<file path="src/rtl/acortex_codec_cfg_seq.sv">
// WM8731 configuration sequencer: walks an 11-entry register table through the
// acortex I2C master with retry, timeout and settle handling.
module acortex_codec_cfg_seq #(
    parameter logic [6:0] DEV_ADDR       = 7'h1A,
    parameter int         MAX_RETRY      = 3,
    parameter int         SETTLE_CYCLES  = 1024,
    parameter int         TIMEOUT_CYCLES = 65535
) (
    input  logic        clk,
    input  logic        rst_n,
    input  logic        init_start,
    output logic        i2c_wr_en,
    output logic [6:0]  i2c_dev_addr,
    output logic [15:0] i2c_data,
    input  logic        i2c_busy,
    input  logic        i2c_done,
    input  logic        i2c_nack,
    output logic        init_busy,
    output logic        init_done,
    output logic        init_err,
    output logic [3:0]  cur_idx
);

    typedef enum logic [2:0] {IDLE, ISSUE, WAIT, SETTLE, DONE, ERR} state_t;

    localparam logic [15:0] TMO_LIMIT   = 16'(TIMEOUT_CYCLES);
    localparam logic [15:0] SETTLE_LAST = 16'(SETTLE_CYCLES - 1);
    localparam logic [2:0]  RETRY_LIMIT = 3'(MAX_RETRY);

    state_t      state;
    logic [3:0]  idx;
    logic [2:0]  retry;
    logic [15:0] cnt;

    // Register table packed as {reg_addr[6:0], reg_data[8:0]}.
    function automatic logic [15:0] cfg_word(input logic [3:0] i);
        logic [6:0] a;
        logic [8:0] d;
        case (i)
            4'd0:    begin a = 7'h0F; d = 9'h000; end
            4'd1:    begin a = 7'h00; d = 9'h017; end
            4'd2:    begin a = 7'h01; d = 9'h017; end
            4'd3:    begin a = 7'h02; d = 9'h079; end
            4'd4:    begin a = 7'h03; d = 9'h079; end
            4'd5:    begin a = 7'h04; d = 9'h012; end
            4'd6:    begin a = 7'h05; d = 9'h000; end
            4'd7:    begin a = 7'h06; d = 9'h000; end
            4'd8:    begin a = 7'h07; d = 9'h002; end
            4'd9:    begin a = 7'h08; d = 9'h000; end
            4'd10:   begin a = 7'h09; d = 9'h001; end
            default: begin a = 7'h0F; d = 9'h000; end
        endcase
        return {a, d};
    endfunction

    assign i2c_dev_addr = DEV_ADDR;
    assign cur_idx      = idx;

    // cnt holds the WAIT timeout age (starting at 2 so expiry lands TIMEOUT_CYCLES
    // after the write pulse, counting the re-issue) or the SETTLE elapsed count.
    always_ff @(posedge clk or negedge rst_n) begin
        if (!rst_n) begin
            state     <= IDLE;
            idx       <= 4'd0;
            retry     <= 3'd0;
            cnt       <= 16'd0;
            i2c_wr_en <= 1'b0;
            i2c_data  <= cfg_word(4'd0);
            init_busy <= 1'b0;
            init_done <= 1'b0;
            init_err  <= 1'b0;
        end else begin
            i2c_wr_en <= 1'b0;
            case (state)
                IDLE: begin
                    state     <= ISSUE;
                    init_busy <= 1'b1;
                end
                ISSUE: begin
                    if (!i2c_busy) begin
                        i2c_wr_en <= 1'b1;
                        cnt       <= 16'd2;
                        state     <= WAIT;
                    end
                end
                WAIT: begin
                    if (i2c_done && !i2c_nack) begin
                        retry <= 3'd0;
                        if (idx == 4'd0 || idx == 4'd9) begin
                            cnt   <= 16'd0;
                            state <= SETTLE;
                        end else if (idx == 4'd10) begin
                            state     <= DONE;
                            init_done <= 1'b1;
                            init_busy <= 1'b0;
                        end else begin
                            idx      <= idx + 4'd1;
                            i2c_data <= cfg_word(idx + 4'd1);
                            state    <= ISSUE;
                        end
                    end else if (i2c_done || cnt == TMO_LIMIT) begin
                        retry <= retry + 3'd1;
                        if (retry + 3'd1 == RETRY_LIMIT) begin
                            state     <= ERR;
                            init_err  <= 1'b1;
                            init_busy <= 1'b0;
                        end else begin
                            state <= ISSUE;
                        end
                    end else begin
                        cnt <= cnt + 16'd1;
                    end
                end
                SETTLE: begin
                    if (cnt == SETTLE_LAST) begin
                        idx      <= idx + 4'd1;
                        i2c_data <= cfg_word(idx + 4'd1);
                        state    <= ISSUE;
                    end else begin
                        cnt <= cnt + 16'd1;
                    end
                end
                DONE, ERR: begin
                    if (init_start) begin
                        init_done <= 1'b0;
                        init_err  <= 1'b0;
                        init_busy <= 1'b1;
                        idx       <= 4'd0;
                        retry     <= 3'd0;
                        i2c_data  <= cfg_word(4'd0);
                        state     <= ISSUE;
                    end
                end
                default: state <= IDLE;
            endcase
        end
    end

endmodule

</file>
<file path="config.mk">
export PLATFORM = sky130hd
export DESIGN_NAME = acortex_codec_cfg_seq
export DESIGN_NICKNAME = d
export VERILOG_FILES = /design/src/rtl/acortex_codec_cfg_seq.sv
export SDC_FILE = /design/constraint.sdc
export NUM_CORES = 1
export LEC_CHECK = 0
export CAP_MARGIN = 20
export CORE_MARGIN = 1
export CORE_UTILIZATION = 35
export CTS_CLUSTER_SIZE = 8
export DETAILED_ROUTE_END_ITERATION = 16
export GPL_ROUTABILITY_DRIVEN = 0
export HOLD_SLACK_MARGIN = 0.08
export PLACE_DENSITY = 0.52
export REMOVE_ABC_BUFFERS = 1
export SETUP_SLACK_MARGIN = 0.1
export SLEW_MARGIN = 10
export SYNTH_ARGS = -nofsm -noshare
export SYNTH_HDL_FRONTEND = slang
export SYNTH_SLANG_ARGS = --single-unit
</file>
<file path="constraint.sdc">
create_clock -name clk -period 3 [get_ports clk]
set_input_delay 0.3 -clock clk [delete_from_list [all_inputs] [get_ports clk]]
set_output_delay 0.3 -clock clk [all_outputs]
set_load 0.01 [all_outputs]
</file>
==> flow_summary.toml <==
[run_status]
status = "completed"

[placed_design]
place_area_um2 = 3060
post-place-ws_ps = 226
dp_cells = 410
port_buffers = 24
dp_hpwl_um = 4250

[logic_synthesis]
synth_area_um2 = 2800
ys_warn_count = 0
syn_area_per_cell_um2 = 9.48
synthCells = 295
synth_edf_count = 0
async_flop_share_pct = 100
synth.distinct_cells = 61
yosys_register_bits = 39
synth_flop_cell = "dfrtp_1"
synth-seq-area-share_pct = 35.1

[timing]
min_period_over_period_pct = 83.8
fmax_ghz = 0.398
setup_viol = 0
fin_ws_ps = 487
finalHoldViolations = 0
worst_pin_slew_ps = 917
period_needed_ps = 2510
rsz0062_at_grt = "no"
fin_worst_skew_ps = 8.67
finalSetupTns_ps = 0
slew_headroom_pct = 38.9
drv_slew = 0

[global_route]
antenna_found_initial = 0
grt_pass1_vias = 2195
grt_overflow = 0
grt_first_pass_wirelength_um = 10800
grt_usage_pct = 16.0
grt_max_degree = 40

[die]
core_area_um2 = 7730
num_io_pins = 37
start_util_pct = 36.2
rows = 32
die-area_um2 = 8350
die_x_um = 91.4
die_y_um = 91.4

[drt]
met2_length_um = 2740
wl_per_cell_um = 14.7
route.detailed.drc = 0
drtIter0Drc = 68
drt-total-wl_um = 6130
ant_nets = 0
drt-met1-wl_um = 3070
route.met3.wl_um = 201
via_per_inst = 5.34
firstDrtPassIters = 6
vias = 2232
top_layer_used = "met4"

[critical_path]
crit_fanout = 17
crit_required_ps = 3190
cp-end-kind = "flip-flop"
setup.worst_path.start_class = "flip-flop"
crit_type = "flip-flop to flip-flop"
cp.arrival_ps = 2710

[pwr]
p_per_area_nw_per_um2 = 860
clockPowerShare_pct = 14.9
finalPower_mw = 2.72
internal_power_mw = 1.61
combPwrFrac_pct = 54.5
power_leakage_nw = 1.34
pwr-share-seq_pct = 30.7
vdd_drop_max_mv = 0.436
p_switching_mw = 1.11
swShare_pct = 40.8

[job]
maxCapViolCount = 0

[cts]
root_buffer = "clkbuf_8"
htree_levels = 2
cts_buffers = 5
clock_sinks = 39
clk_pin_slew_ps = 80
cts_tree = "yes"
cts_buffer_depth = 2
clk_latency_ps = 300
cts_hold_buf = 0

[layout]
seq_area_um2 = 981
fin_area_um2 = 3170
final_nets = 335
area_growth_pct = 13.3
multi_input_area_um2 = 1610
fillCellCount = 779
n_antenna_cell = 0
final_cells = 418
final_layout_size_suffix_gt1_share_pct = 16.1

[worst_hold_path]
hold_class = "input port to asynchronous set/reset pin"
per-stage QoR:
stage                     hold WS [ps]  utilization, %
after floorplan                   4.41               -
after global placement             459            39.6
after detailed placement           459            39.6
after CTS                          171            40.9
after global routing               229            41.0
final                              121            41.0
what timing repair did:
action / in CTS / in global routing
resized for setup: 0 / 2
buffers inserted: 0 / 0
setup endpoints to repair: 0 / 5
sequential cells by signal, summed over array words and instances (netlist names):
signal,flops
retry,3
cnt,16
i2c_wr_en,1
init_err,1
init_done,1
init_busy,1
state,3
i2c_data,9
cur_idx,4
layout make-up:
class                      instances  share of cell area (%)
multi-input combinational        224                    50.9
sequential                        39                    31.0
timing repair buffer              32                    9.32
tap                              102                    4.03
clock buffer                       8                    3.16
inverter                          13                    1.58
per-layer routing:
layer | up-vias | global-route usage (%)
met3 | 9 | 3.18
met1 | 1087 | 21.7
met5 | - | 0
met4 | 0 | 5.95
li1 | 1097 | -
met2 | 39 | 25.1
cells by family (layout without fill, tap and decap cells):
kind of cell,count (synthesis),after routing,share of synthesized area (%)
adder cells (fa/ha/maj),14,14,6.27
buffers and inverters,42,53,8.68
other,2,12,0.269
XOR/XNOR,2,2,0.627
AO/OA/AOI/OAI,86,86,24.4
flip-flops,39,39,35.1
AND/OR/NAND/NOR,96,96,18.4
multiplexers,14,14,6.36
synthesized netlist by cell type, types with 2 or more instances:
master	instances	area [µm²]
dfrtp_1	35	876
nor2_1	22	82.6
nand2_1	17	63.8
buf_4	15	113
o31ai_1	15	113
ha_1	14	175
a21oi_1	13	65.1
inv_1	12	45.0
nand2b_1	11	68.8
o21ai_0	11	55.1
a31oi_1	10	62.6
nand3_1	9	45.0
clkbuf_1	7	26.3
mux2_4	7	105
o31ai_2	7	87.6
mux2i_1	5	50.1
nor4_1	5	31.3
and3_1	4	25.0
buf_2	4	20.0
dfstp_2	4	105
nor3_1	4	20.0
o21ai_1	4	20.0
or3_1	4	25.0
buf_6	3	33.8
nand3b_1	3	22.5
nand4_1	3	18.8
nor2b_1	3	18.8
and2_1	2	12.5
conb_1	2	7.51
nor3b_1	2	15.0
o211ai_1	2	15.0
o22ai_1	2	12.5
o31a_1	2	17.5
o41ai_1	2	17.5
o41ai_2	2	32.5
or2_2	2	12.5
xnor2_1	2	17.5
power by group through the flow:
stage               registers, mW  clock network (mW)  logic (mW)
floorplan                   0.897                   0       0.935
global placement            0.842                   0        1.49
detailed placement          0.847                   0        1.49
CTS                         0.837               0.420        1.50
global route                0.862               0.441        1.66
finish                      0.836               0.405        1.48
worst max-delay path: stages, from the launching register on:
cell and delay [ps]:
dfrtp_1 480, inv_1 200, ha_1 190, mux2i_1 120
o311ai_2 340, o21ai_4 210, or3_4 550, o41ai_2 300
worst paths after layout:
path / from / end / slack, ps / depth (start not counted)
min reg2reg: i2c_data[11] / i2c_data[11] / 480 / 2
max in group asynchronous: rst_n / i2c_wr_en / 2290 / 1
min: rst_n / cnt[12] / 120 / 1
max reg2reg: cur_idx[1] / cnt[9] / 490 / 7
max: cur_idx[1] / cnt[9] / 490 / 7
min in group clk: i2c_data[11] / i2c_data[11] / 480 / 2
placed cells by master (no fill, tap or decap), types with 3 or more instances in the layout:
cell type / instances
and3_1: 4
nor2_1: 22
or3_1: 3
o31ai_2: 7
dfstp_2: 4
a21oi_1: 13
ha_1: 14
nand2_1: 17
inv_1: 12
nor3_1: 4
buf_4: 8
nand4_1: 3
nor2b_1: 3
dfrtp_1: 35
nand3b_1: 3
o21ai_0: 11
nor4_1: 5
clkbuf_8: 7
o31ai_1: 15
mux2_4: 7
nand2b_1: 11
o21ai_1: 4
nand3_1: 9
conb_1: 12
a31oi_1: 10
clkdlybuf4s50_1: 23
mux2i_1: 5
No activity file was read; power rests on OpenSTA's default activity.
